**config.mk**
```make
export PLATFORM = sky130hd
export DESIGN_NAME = spi_master_flat
export DESIGN_NICKNAME = d
export VERILOG_FILES = /design/src/rtl/spi_pkg.sv /design/src/rtl/spi_master_if.sv /design/src/rtl/spi_clk_div.sv /design/src/rtl/spi_master.sv /design/src/flat_wrapper.sv
export SDC_FILE = /design/constraint.sdc
export NUM_CORES = 1
export LEC_CHECK = 0
export BUFFER_PORTS_ARGS = -buffer_cell sky130_fd_sc_hd__buf_4
export CAP_MARGIN = 5
export CORE_MARGIN = 3
export CORE_UTILIZATION = 58
export CTS_BUF_LIST = sky130_fd_sc_hd__clkbuf_4 sky130_fd_sc_hd__clkbuf_8
export DETAILED_ROUTE_END_ITERATION = 6
export PLACE_DENSITY_LB_ADDON = 0.1
export SYNTH_ARGS = -nofsm -noshare
export SYNTH_HDL_FRONTEND = slang
export SYNTH_SLANG_ARGS = --single-unit
```
**constraint.sdc**
```tcl
create_clock -name clk -period 2.5 [get_ports clk]
set_input_delay 0.5 -clock clk [delete_from_list [all_inputs] [get_ports clk]]
set_output_delay 0.5 -clock clk [all_outputs]
set_load 0.02 [all_outputs]
```
**src/rtl/spi_pkg.sv**
```systemverilog
// Shared types and constants for the mode-0 single-word SPI master.
package spi_pkg;

  localparam int DATA_W = 8;
  localparam int CNT_W  = $clog2(DATA_W);
  localparam int HW     = 3;

  localparam logic [1:0] DIV_2A = 2'b00;
  localparam logic [1:0] DIV_2B = 2'b01;
  localparam logic [1:0] DIV_4  = 2'b10;
  localparam logic [1:0] DIV_8  = 2'b11;

  typedef enum logic [1:0] {
    IDLE  = 2'd0,
    SHIFT = 2'd1,
    DONE  = 2'd2
  } state_t;

  // SCLK half-period in clk cycles for a given divide select.
  function automatic logic [HW-1:0] half_period(input logic [1:0] div);
    logic [HW-1:0] h;
    case (div)
      DIV_2A:  h = 3'd1;
      DIV_2B:  h = 3'd1;
      DIV_4:   h = 3'd2;
      DIV_8:   h = 3'd4;
      default: h = 3'd1;
    endcase
    return h;
  endfunction

endpackage

```
**src/rtl/spi_master_if.sv**
```systemverilog
// Host-side controls and SPI pins of the master, plus the FSM state for observation.
interface spi_master_if;
  import spi_pkg::*;

  // Handshake: a 0->1 step of SPI_start seen on consecutive clk edges while IDLE
  // launches one transfer; SPI_flag rises on completion and holds until the next accepted start.
  logic [DATA_W-1:0] SPI_data_trans;
  logic              SPI_MSB;
  logic              SPI_start;
  logic [1:0]        SPI_div;
  logic              SPI_miso;
  logic              SPI_mosi;
  logic              SPI_sclk;
  logic              SPI_slave_select;
  logic [DATA_W-1:0] SPI_data_rec;
  logic              SPI_flag;
  state_t            dbg_state;

  modport master (
    input  SPI_data_trans, SPI_MSB, SPI_start, SPI_div, SPI_miso,
    output SPI_mosi, SPI_sclk, SPI_slave_select, SPI_data_rec, SPI_flag, dbg_state
  );

  modport slave (
    output SPI_data_trans, SPI_MSB, SPI_start, SPI_div, SPI_miso,
    input  SPI_mosi, SPI_sclk, SPI_slave_select, SPI_data_rec, SPI_flag, dbg_state
  );

endinterface

```
**src/rtl/spi_clk_div.sv**
```systemverilog
// SCLK generator: toggles sclk every i_h enabled cycles and strobes the edge being produced.
module spi_clk_div
  import spi_pkg::*;
(
  input  logic          clk,
  input  logic          rst_n,
  input  logic          i_en,
  input  logic [HW-1:0] i_h,
  output logic          o_sclk,
  output logic          o_rise_tick,
  output logic          o_fall_tick
);

  logic [HW-1:0] r_cnt;
  logic          r_sclk;
  logic          w_toggle;

  assign w_toggle    = i_en && (r_cnt == (i_h - 3'd1));
  // Strobes coincide with the clk edge on which sclk changes.
  assign o_rise_tick = w_toggle && !r_sclk;
  assign o_fall_tick = w_toggle &&  r_sclk;
  assign o_sclk      = r_sclk;

  always_ff @(posedge clk or negedge rst_n) begin
    if (!rst_n) begin
      r_cnt  <= '0;
      r_sclk <= 1'b0;
    end else if (!i_en) begin
      r_cnt  <= '0;
      r_sclk <= 1'b0;
    end else if (w_toggle) begin
      r_cnt  <= '0;
      r_sclk <= ~r_sclk;
    end else begin
      r_cnt  <= r_cnt + 3'd1;
    end
  end

endmodule

```
**src/rtl/spi_master.sv**
```systemverilog
// Single-word mode-0 SPI master: start-edge launch, selectable bit order and SCLK divide.
module spi_master
  import spi_pkg::*;
(
  input  logic         clk,
  input  logic         SPI_reset,
  spi_master_if.master bus
);

  state_t            r_state;
  state_t            w_state_nxt;
  logic              r_start_d;
  logic [DATA_W-1:0] r_tx;
  logic [DATA_W-1:0] r_rx;
  logic [DATA_W-1:0] r_data_rec;
  logic              r_msb;
  logic [HW-1:0]     r_h;
  logic [CNT_W-1:0]  r_bit_cnt;
  logic              r_flag;

  logic w_start_edge;
  logic w_div_en;
  logic w_sclk;
  logic w_rise;
  logic w_fall;
  logic w_last_fall;
  logic w_load;
  logic w_finish;
  logic w_ss;
  logic w_mosi;

  assign w_start_edge = bus.SPI_start & ~r_start_d;
  assign w_div_en     = (r_state == SHIFT);
  assign w_last_fall  = w_fall && (r_bit_cnt == CNT_W'(DATA_W - 1));

  spi_clk_div u_clk_div (
    .clk         (clk),
    .rst_n       (SPI_reset),
    .i_en        (w_div_en),
    .i_h         (r_h),
    .o_sclk      (w_sclk),
    .o_rise_tick (w_rise),
    .o_fall_tick (w_fall)
  );

  always_ff @(posedge clk or negedge SPI_reset) begin
    if (!SPI_reset) r_state <= IDLE;
    else            r_state <= w_state_nxt;
  end

  always_comb begin
    w_state_nxt = r_state;
    case (r_state)
      IDLE:    if (w_start_edge) w_state_nxt = SHIFT;
      SHIFT:   if (w_last_fall)  w_state_nxt = DONE;
      DONE:    w_state_nxt = IDLE;
      default: w_state_nxt = IDLE;
    endcase
  end

  // Pins are decoded from state so that reset deasserts them without a clk edge.
  always_comb begin
    w_load   = 1'b0;
    w_finish = 1'b0;
    w_ss     = 1'b1;
    w_mosi   = 1'b0;
    case (r_state)
      IDLE:  w_load = w_start_edge;
      SHIFT: begin
        w_finish = w_last_fall;
        w_ss     = 1'b0;
        w_mosi   = r_msb ? r_tx[DATA_W-1] : r_tx[0];
      end
      default: ;
    endcase
  end

  always_ff @(posedge clk or negedge SPI_reset) begin
    if (!SPI_reset) begin
      r_start_d  <= 1'b0;
      r_tx       <= '0;
      r_rx       <= '0;
      r_data_rec <= '0;
      r_msb      <= 1'b1;
      r_h        <= 3'd1;
      r_bit_cnt  <= '0;
      r_flag     <= 1'b0;
    end else begin
      r_start_d <= bus.SPI_start;
      if (w_load) begin
        r_tx      <= bus.SPI_data_trans;
        r_msb     <= bus.SPI_MSB;
        r_h       <= half_period(bus.SPI_div);
        r_rx      <= '0;
        r_bit_cnt <= '0;
        r_flag    <= 1'b0;
      end else if (r_state == SHIFT) begin
        if (w_rise) begin
          if (r_msb) r_rx <= {r_rx[DATA_W-2:0], bus.SPI_miso};
          else       r_rx <= {bus.SPI_miso, r_rx[DATA_W-1:1]};
        end
        if (w_fall) begin
          if (r_msb) r_tx <= {r_tx[DATA_W-2:0], 1'b0};
          else       r_tx <= {1'b0, r_tx[DATA_W-1:1]};
          r_bit_cnt <= r_bit_cnt + 1'b1;
        end
        if (w_finish) begin
          r_data_rec <= r_rx;
          r_flag     <= 1'b1;
        end
      end
    end
  end

  assign bus.SPI_mosi         = w_mosi;
  assign bus.SPI_sclk         = w_sclk;
  assign bus.SPI_slave_select = w_ss;
  assign bus.SPI_data_rec     = r_data_rec;
  assign bus.SPI_flag         = r_flag;
  assign bus.dbg_state        = r_state;

endmodule

```
**src/flat_wrapper.sv**
```systemverilog
// flat-port wrapper written by rule: the top's interface ports become plain ports
module spi_master_flat import spi_pkg::*;
  (clk, SPI_reset, bus_SPI_data_trans, bus_SPI_MSB, bus_SPI_start, bus_SPI_div, bus_SPI_miso, bus_SPI_mosi, bus_SPI_sclk, bus_SPI_slave_select, bus_SPI_data_rec, bus_SPI_flag, bus_dbg_state);
  spi_master_if bus_i ();
  input  logic clk;
  input  logic SPI_reset;
  input wire logic [$bits(bus_i.SPI_data_trans)-1:0] bus_SPI_data_trans;
  input wire logic [$bits(bus_i.SPI_MSB)-1:0] bus_SPI_MSB;
  input wire logic [$bits(bus_i.SPI_start)-1:0] bus_SPI_start;
  input wire logic [$bits(bus_i.SPI_div)-1:0] bus_SPI_div;
  input wire logic [$bits(bus_i.SPI_miso)-1:0] bus_SPI_miso;
  output wire logic [$bits(bus_i.SPI_mosi)-1:0] bus_SPI_mosi;
  output wire logic [$bits(bus_i.SPI_sclk)-1:0] bus_SPI_sclk;
  output wire logic [$bits(bus_i.SPI_slave_select)-1:0] bus_SPI_slave_select;
  output wire logic [$bits(bus_i.SPI_data_rec)-1:0] bus_SPI_data_rec;
  output wire logic [$bits(bus_i.SPI_flag)-1:0] bus_SPI_flag;
  output wire logic [$bits(bus_i.dbg_state)-1:0] bus_dbg_state;
  assign bus_i.SPI_data_trans = bus_SPI_data_trans;
  assign bus_i.SPI_MSB = bus_SPI_MSB;
  assign bus_i.SPI_start = bus_SPI_start;
  assign bus_i.SPI_div = bus_SPI_div;
  assign bus_i.SPI_miso = bus_SPI_miso;
  assign bus_SPI_mosi = bus_i.SPI_mosi;
  assign bus_SPI_sclk = bus_i.SPI_sclk;
  assign bus_SPI_slave_select = bus_i.SPI_slave_select;
  assign bus_SPI_data_rec = bus_i.SPI_data_rec;
  assign bus_SPI_flag = bus_i.SPI_flag;
  assign bus_dbg_state = bus_i.dbg_state;
  spi_master u_core (.clk(clk), .SPI_reset(SPI_reset), .bus(bus_i));
endmodule
```
==> results.md, run 1 <==
- Status: completed
- Vias in the first global route: 1281
- Antenna Nets Post-Route: 0
- Commonest non-fill, non-tap cells in the layout: 37 x dfrtp_1, 32 x buf_4, 30 x nand2_1
- DRT Wirelength: 3480 um
- Max transition margin: 0.6465
- Hold crit path type: in2async
- Cts repair resizes: 0
- # DRC: 0
- CP Class: reg2reg
- Worst hold margin: 0.09542 ns
- Final setup skew: 0.008900 ns
- Commonest non-fill, non-tap cell in the layout: dfrtp_1
- Number of top-level pins: 29
- Setup TNS: 0 ns
- DR iter-0 viols: 53
- Initial antenna violation count: 0
- Die Footprint: 3959 sq um
- Critical Path Source: u_core.r_h[0]
- Max rail drop VDD: 0.7044 mV
- Worst R2R Start: u_core.r_h[0]
- Worst-Skew Late Latency: 0.35 ns
- Number of detailed-route iterations in the first pass: 4
- PwrDens: 1269 nW/um^2
- H-tree depth: 2
- # hold bufs at CTS: 0
- Worst reg-to-reg path cell count: 6
- Initial Utilization: 0.6106
- Syn_area_per_cell: 11.67 sq um
- Register area share after synthesis: 0.5206
- CTS tree: built
- Measured slew at the worst slew-check pin: 0.5302 ns
- Worst R2R End: u_core.r_tx[6]
- EDFF count, synth: 0
- Critical path depth: 6
- Slowest CP cell: dfstp_2
- Synth unique cells: 31
- WP data required: 2.75 ns
- Deepest clock path buffer count: 2
- Net count after synthesis: 180
- Worst Setup Start Kind: flop
- Largest net degree at the start of global routing: 40
- Top delay family on crit path: flip-flops
- Via density: 5.315
- Final nets: 209
- Diode count: 0
- Total core area: 3078 sq um
- Max-cap violations: 0
- Flops & latches, synth: 39
- Critical path endpoint category: flop
- Final instance area: 2196 sq um
- Final setup viols: 0
- Sink Count: 39
- Synth Instances: 161
- Worst Path Arrival: 2.42 ns
- CP max stage delay: 0.57 ns
- Final Hold Fails: 0
- CTS Buf Count: 5
- GPL Wtd Cong: 0.7468
- Root Buffer: clkbuf_4
- Dpl hpwl: 2387 um
- Tcrit/Tclk final: 0.8679
- WP buf/inv: 1
- Synth Warn #: 0
- Total track usage: 0.1995
- Area Overhead vs Synth: 16.84%
- Crit path to: u_core.r_tx[6]
- Post-CTS setup buffers: 0
- RSZ-0062 raised after global routing: false
- Port-buffer cells: 28
- Die width: 62.92 um
- Placement Rows: 20
- CP Max Fanout: 11
- Fraction of layout cells with a size suffix above 1: 0.3141
- Crit path cell chain: inv_1 > ha_1 > xor2_1 > and4_1 > mux2i_1 > o21ai_1
- Synth Flop Type: dfrtp_1
- FFs w/ async S/R, synth: 1.000
- Fillers: 243
- Max Fclk: 460.9 MHz
- WL/cell: 14.81 um
- Reg clk slew, reported paths: 0.12 ns
- Min Tclk post-route: 2.170 ns
- P_leak: 1.098 nW
- Slew Limit Fails: 0
- Worst reg2reg setup slack: 0.33 ns
- Gr ovfl total: 0
- Die Span Y: 62.92 um
- Mapped cell area: 1879 sq um
- Placed cell area: 2110 sq um
- First-pass GRT wire length: 6147 um
- Routed vias: 1249
## power by group
part	internal, W	total, W	switching [W]	leakage, nW
combinational	0.000598	0.00118	0.000586	0.566
sequential	0.000921	0.00116	0.000237	0.483
clock	0.000236	0.000443	0.000207	0.0482
total	0.00176	0.00279	0.00103	1.10
## cell usage after synthesis, drive strengths merged (2+ instances only)
library cell | count | area share
dfrtp | 37 | 0.49
nand2 | 30 | 0.060
mux2i | 24 | 0.13
mux2 | 14 | 0.084
o21ai | 11 | 0.029
buf | 6 | 0.027
nor2 | 5 | 0.010
clkbuf | 4 | 0.0080
ha | 4 | 0.027
inv | 3 | 0.0060
nand3 | 3 | 0.011
xor2 | 3 | 0.014
dfstp | 2 | 0.028
o211ai | 2 | 0.0080
or2b | 2 | 0.0080
## metal layers
layer  track usage  wire length, um
met5             0                0
met4       0.05785               48
met3       0.06115              150
met2        0.3202             1703
met1        0.2600             1577
## state kept, by name (all words and copies together), names as in the netlist
| signal | flops |
|---|---|
| u_core.r_h | 3 |
| u_core.r_tx | 8 |
| u_core.bus.dbg_state | 2 |
| u_core.bus.SPI_flag | 1 |
| u_core.r_msb | 1 |
| u_core.r_start_d | 1 |
| u_core.u_clk_div.o_sclk | 1 |
| u_core.r_rx | 8 |
| u_core.bus.SPI_data_rec | 8 |
| u_core.u_clk_div.r_cnt | 3 |
| u_core.r_bit_cnt | 3 |
## kinds of logic (layout without fill, tap and decap cells)
group           count (synthesis)  count (layout)  synth area share
simple gates                   48              48            0.1285
mux                            38              38            0.2117
xor+xnor                        5               5           0.03063
fa+ha+maj                       4               4           0.02663
compound gates                 14              14           0.04128
flops                          39              39            0.5206
buf+inv                        13              43           0.04061
## how the worst min path moves through the flow
| stage | start | end | slack, ns |
|---|---|---|---|
| after global routing | SPI_reset | u_core.r_h[2] | 0.12 |
| final | SPI_reset | u_core.r_h[2] | 0.1 |
| after floorplan | SPI_reset | u_core.bus.SPI_data_rec[0] | 0.20 |
| after detailed placement | u_core.r_bit_cnt[0] | u_core.r_bit_cnt[0] | 0.49 |
| after CTS | SPI_reset | u_core.r_h[2] | 0.10 |
| after global placement | u_core.bus.SPI_flag | u_core.bus.SPI_flag | 0.46 |
## per-stage QoR
stage                     cells    util  power (W)  worst slack [ns]
after floorplan             161       -   0.002029            0.4875
after global placement      227  0.6854   0.002285            0.4325
after detailed placement    227  0.6854   0.002354            0.4287
after CTS                   235  0.7134   0.002813            0.3512
after global routing        235  0.7134   0.003006            0.1689
final                       235  0.7134   0.002786            0.3302
## worst reg2reg max path: stages, from the launching register on
cell	delay (ns)
dfstp_2	0.57
inv_1	0.04
ha_1	0.29
xor2_1	0.20
and4_1	0.56
mux2i_1	0.33
o21ai_1	0.08
## area by class of cell
type                            instances  area (sq um)  share of cell area
Multi-Input combinational cell        109         824.5              0.3755
Timing Repair Buffer                   32         240.2              0.1094
Tap cell                               44         55.05             0.02507
Clock buffer                            6         51.30             0.02336
Sequential cell                        39         978.4              0.4456
Inverter                                3         11.26            0.005128
Clock inverter                          2         35.03             0.01595
Power figures use the tool's default switching activity.
==> inputs of run 2 (changes only) <==
Settings changed: ABC_AREA from default to 1, CORE_UTILIZATION 58 to 59.
==> run 2 against run 1 <==
  * Register-to-register slack improved by 0.27 ns
  * Synthesized cell count rose by 60%
  * Clock-buffer cell count unchanged
  * Total power shrank 16%
  * Worst hold slack improved by 0.011 ns
  * Area after synthesis is 9.3% higher
  * Routed wire length is 16% higher
  * Sequential share of layout area fell by 2.2 points
  * Non-clock buffer count down 2
  * Critical path type is now reg2out
==> results.md, run 2 <==
- Setup TNS: 0 ns
- Final worst slack: 0.5032 ns
- Synth Flop Type: dfrtp_1
- Total track usage: 0.2223
- Final nets: 300
- Deepest clock path buffer count: 2
- Register area: 978.4 sq um
- CP Max Fanout: 5
- Crit path cell chain: or2_1 > a21oi_1 > buf_4
- Min Tclk post-route: 1.997 ns
- Cts repair resizes: 0
- Worst Path Arrival: 1.50 ns
- WL/cell: 12.42 um
- Antenna Nets Post-Route: 0
- PwrDens: 1017 nW/um^2
- H-tree depth: 2
- Fillers: 256
- Placement Rows: 20
- Final setup skew: 0.007765 ns
- Synth unique cells: 27
- GPL Wtd Cong: 0.8066
- Worst reg2reg setup slack: 0.60 ns
- Slowest CP cell: dfrtp_1
- Final Hold Fails: 0
- Max transition margin: 0.6586
- Clock Power Share: 0.137
- Seq pwr share: 0.415
- Measured slew at the worst slew-check pin: 0.5115 ns
- Area Overhead vs Synth: 12.42%
- Setup slack at placement: 0.6113 ns
- Largest net degree at the start of global routing: 40
- Slew Limit Fails: 0
- Die Footprint: 4226 sq um
- Commonest non-fill, non-tap cells in the layout: 94 x nand2_1, 37 x dfrtp_1, 33 x nand3_1
- Hold crit path type: in2async
- Worst reg-to-reg path cell count: 11
- Fraction of layout cells with a size suffix above 1: 0.1844
- Psw: 0.001032 W
- DR iter-0 viols: 104
- RSZ-0062 raised after global routing: false
- EDFF count, synth: 0
- Tcrit/Tclk final: 0.7987
- Multi-input logic area: 910.9 sq um
- FFs w/ async S/R, synth: 1.000
- Sink Count: 39
- Die width: 65.01 um
- Commonest non-fill, non-tap cell in the layout: nand2_1
- Initial Utilization: 0.6465
- CP max stage delay: 0.40 ns
- Placed insts: 318
- Layout Cells excl Fill: 326
- Vias in the first global route: 1705
- Register area share after synthesis: 0.4762
- Dominant cells by area after synthesis: dfrtp_1 45%, nand2_1 17%, nand3_1 8.0%
- Critical path endpoint category: primary output
- Total core area: 3178 sq um
- Flops & latches, synth: 39
- Diode count: 0
- Synth Warn #: 0
- Reg clk slew, reported paths: 0.11 ns
- Internal: 0.001318 W
- DRT Wirelength: 4050 um
- Sw frac: 0.4392
- Synth top area share: 0.4507
- Top cells by count, synth: 94 x nand2_1, 37 x dfrtp_1, 33 x nand3_1, 21 x inv_1, 21 x o21ai_0
- Number of detailed-route iterations in the first pass: 4
- Mapped cell area: 2054 sq um
- # hold bufs at CTS: 0
- CP Class: reg2out
- Via density: 5.288
- CTS tree: built
- Gr ovfl total: 0
- Port-buffer cells: 28
- Worst-Skew Late Latency: 0.34 ns
- Net count after synthesis: 276
- Die Span Y: 65.01 um
- Worst Setup Start Kind: flop
- Most common cell in the netlist: nand2_1
- Initial antenna violation count: 0
- # DRC: 0
- Root Buffer: clkbuf_4
- Combinational share of power: 0.448
- Routed vias: 1724
- Synth Instances: 257
- Max Fclk: 500.8 MHz
- Max-cap violations: 0
- Post-CTS setup buffers: 0
- Max rail drop VDD: 0.4736 mV
- Dpl hpwl: 2782 um
- P_leak: 1.227 nW
- First-pass GRT wire length: 7334 um
- Area leader, netlist: dfrtp_1
- Number of top-level pins: 29
- Syn_area_per_cell: 7.994 sq um
- CTS Buf Count: 5
- Status: completed
- Final setup viols: 0
- WP data required: 2.00 ns
[run 2: cell count changes after synthesis, sizes merged, moves of 2 or more]
cell,before,now
or2b,2,0
nand2,30,95
or2,0,3
o211ai,2,0
o21ai,11,21
nand3,3,36
mux2i,24,0
inv,3,22
nand4,0,9
nor2,5,11
mux2,14,0
buf,6,10
xor2,3,0
a21oi,0,2
[run 2: power by group through the flow]
stage               clock (W)  combinational [W]  sequential, W
finish               0.000322            0.00105       0.000975
global route         0.000363            0.00120        0.00100
CTS                  0.000330            0.00105       0.000971
detailed placement          0            0.00105       0.000981
global placement            0            0.00103       0.000979
floorplan                   0           0.000847       0.000962
[run 2: kinds of logic (layout without fill, tap and decap cells)]
family	after synthesis	after routing	synth area share
buf+inv	35	60	0.08039
flops	39	39	0.4762
fa+ha+maj	4	4	0.02436
xor+xnor	1	1	0.004264
simple gates	154	154	0.3557
compound gates	24	24	0.05908
[run 2: cell type report]
class,count,area share
Tap cell,44,0.02384
Clock buffer,6,0.01950
Clock inverter,2,0.005417
Inverter,22,0.03575
Sequential cell,39,0.4236
Multi-Input combinational cell,183,0.3944
Timing Repair Buffer,30,0.09751
[run 2: path summary, 6_finish.rpt]
check | from | to
worst max-delay path | u_core.bus.dbg_state[1] | bus_SPI_mosi
worst min-delay path | SPI_reset | u_core.r_tx[3]
worst max register to register | u_core.r_h[0] | u_core.r_tx[1]
worst min register to register | u_core.bus.SPI_data_rec[4] | u_core.bus.SPI_data_rec[4]
max in group asynchronous | SPI_reset | u_core.r_h[0]
min in group clk | bus_SPI_start | u_core.r_start_d
[run 2: worst max-delay path: cells and delay by family, from the launching register on]
family	cells	cell delay, ns
AND/OR/NAND/NOR	1	0.38
buffers and inverters	1	0.17
AO/OA/AOI/OAI	1	0.20
flip-flops	1	0.40
[run 2: metal layers]
layer / GRT usage / up-vias / share of wire
li1: - / 879 / -
met1: 0.2888 / 784 / 0.47
met2: 0.3589 / 52 / 0.45
met3: 0.04853 / 9 / 0.062
met4: 0.09326 / 0 / 0.017
met5: 0 / - / 0
[run 2: per-stage QoR]
| stage | util | power [W] | area (sq um) | hold slack, ns |
|---|---|---|---|---|
| after global placement | 0.7087 | 0.002009 | 2252 | 0.4683 |
| after CTS | 0.7268 | 0.002355 | 2310 | 0.1136 |
| after global routing | 0.7268 | 0.002569 | 2310 | 0.1165 |
| after detailed placement | 0.7087 | 0.002035 | 2252 | 0.4707 |
| final | 0.7268 | 0.002349 | 2310 | 0.1067 |
| after floorplan | - | 0.001809 | 2054 | 0.2044 |
==> inputs of run 3 (changes only) <==
Settings changed: CORE_UTILIZATION 59 to 53.
Clock period 2.5 ns to 1.7 ns, I/O delays scaled along.
==> run 3 against run 2 <==
  * Worst hold slack worse by 0.10 ns
  * Register-to-register slack lost 0.57 ns
  * Final cell count up 5.5%
  * Critical path depth rose by 7
  * Critical path type is now reg2reg
  * Sequential share of layout area shrank 4.9 points
==> results.md, run 3 (same netlist as run 2, synthesis figures left out) <==
- Status: completed
- CTS tree: built
- Measured slew at the worst slew-check pin: 0.5052 ns
- Antenna Nets Post-Route: 0
- Deepest clock path buffer count: 2
- Number of top-level pins: 29
- DR iter-0 viols: 199
- Final nets: 316
- Die Footprint: 4659 sq um
- Total power: 0.004406 W
- RSZ-0062 raised after global routing: true
- CP Max Fanout: 10
- # DRC: 0
- Worst hold margin: 0.003049 ns
- GPL Wtd Cong: 0.7785
- Total track usage: 0.2116
- Area Overhead vs Synth: 27.22%
- CP max stage delay: 0.54 ns
- Fillers: 258
- Layout Cells excl Fill: 344
- Fraction of layout cells with a size suffix above 1: 0.2651
- Vias in the first global route: 1595
- Sink Count: 39
- Port-buffer cells: 28
- Worst Setup Start Kind: flop
- Worst R2R Start: u_core.r_h[0]
- H-tree depth: 2
- Max rail drop VDD: 0.8313 mV
- Placed insts: 332
- Seq pwr share: 0.329
- Psw: 0.001733 W
- Final setup viols: 0
- CP Class: reg2reg
- Worst reg2reg setup slack: 0.03 ns
- Final Hold Fails: 0
- WP buf/inv: 3
- Hold crit path type: in2async
- Dpl hpwl: 2879 um
- Crit path cell chain: inv_2 > ha_4 > nor2_4 > inv_2 > nand2_2 > nor2_4 > nand3_4 > buf_12 > nand3_1 > nand2_1
- Root Buffer: clkbuf_8
- Slew Limit Fails: 0
- WP data required: 1.88 ns
- Sw frac: 0.3933
- Max Fclk: 598.0 MHz
- Worst-Skew Late Latency: 0.29 ns
- Largest net degree at the start of global routing: 40
- Total core area: 3521 sq um
- Top delay family on crit path: flip-flops
- Worst Path Arrival: 1.85 ns
- Max transition margin: 0.6628
- Routed vias: 1807
- Worst reg-to-reg path cell count: 10
- WL/cell: 12.67 um
- Max-cap violations: 0
- Worst R2R End: u_core.r_tx[3]
- Gr ovfl total: 0
- Final setup skew: 0.006698 ns
- CTS Buf Count: 5
- Placement Rows: 21
- Slowest CP cell: dfstp_2
- Combinational share of power: 0.460
- P_leak: 1.340 nW
- Diode count: 0
- Initial Utilization: 0.5835
- Critical path endpoint category: flop
- Commonest non-fill, non-tap cells in the layout: 91 x nand2_1, 40 x buf_4, 37 x dfrtp_1
- Die Span Y: 68.26 um
- First-pass GRT wire length: 7265 um
- PwrDens: 1686 nW/um^2
- Via density: 5.253
- Internal: 0.002673 W
- DRT Wirelength: 4359 um
- Die width: 68.26 um
- Number of detailed-route iterations in the first pass: 4
- Min Tclk post-route: 1.672 ns
- Clock Power Share: 0.210
- Tcrit/Tclk final: 0.9836
- Initial antenna violation count: 0
- Reg clk slew, reported paths: 0.08 ns
- Commonest non-fill, non-tap cell in the layout: nand2_1
## run 3: worst max-delay path by stage
stage | from | end | slack (ns) | cells after the start
2_1_floorplan | u_core.r_msb | bus_SPI_mosi | 0.02 | 4
3_3_place_gp | u_core.r_h[0] | u_core.bus.dbg_state[0] | 0.006 | 9
3_5_place_dp | u_core.r_h[0] | u_core.r_rx[2] | -0.02 | 11
4_1_cts | u_core.r_h[0] | u_core.r_rx[5] | 0.01 | 10
5_1_grt | u_core.r_h[0] | u_core.r_tx[1] | -0.09 | 9
6_report | u_core.r_h[0] | u_core.r_tx[3] | 0.03 | 10
## run 3: area by class of cell
type	instances	area (sq um)	area share
clock buffer	6	76.32	0.02920
clock inverter	2	60.06	0.02298
inverter	22	86.33	0.03303
multi-input combinational	184	980.9	0.3753
sequential	39	978.4	0.3743
tap	46	57.56	0.02202
timing repair buffer	45	374.1	0.1431
## run 3: worst register-to-register path, stage by stage, from the launching register on
cell and delay (ns):
dfstp_2 0.54, inv_2 0.05, ha_4 0.27, nor2_4 0.03
inv_2 0.05, nand2_2 0.06, nor2_4 0.18, nand3_4 0.12
buf_12 0.16, nand3_1 0.06, nand2_1 0.06
## run 3: layer usage
layer / wire length (um) / global-route usage / part of all wire
met1: 1974 / 0.2885 / 0.45
met2: 2057 / 0.3309 / 0.47
met4: 80 / 0.06700 / 0.018
met3: 246 / 0.05090 / 0.056
met5: 0 / 0 / 0
## run 3: through the flow
step / cell area [sq um] / worst slack (ns) / TNS, ns / utilization
global placement: 2370 / 0.006222 / 0 / 0.6731
detailed placement: 2370 / -0.02242 / -0.2301 / 0.6731
CTS: 2552 / 0.01398 / 0 / 0.7249
finish: 2614 / 0.02786 / 0 / 0.7424
global route: 2614 / -0.08990 / -1.749 / 0.7424
floorplan: 2054 / 0.01856 / 0 / -
## run 3: what timing repair did
action                                  4_1_cts  5_1_grt
setup buffers                                 0        3
endpoints found under the hold margin         0        0
endpoints found under the setup margin       29       30
hold buffers                                  0        0
pin swaps                                     3        1
cloned                                        1        0
gates resized for setup                       8       10
## run 3: power groups by stage
stage               clock network (W)  registers, W  logic (W)
floorplan                           0       0.00142    0.00124
CTS                          0.000940       0.00143    0.00187
global route                 0.000979       0.00149    0.00227
finish                       0.000926       0.00145    0.00203
detailed placement                  0       0.00145    0.00177
global placement                    0       0.00144    0.00173
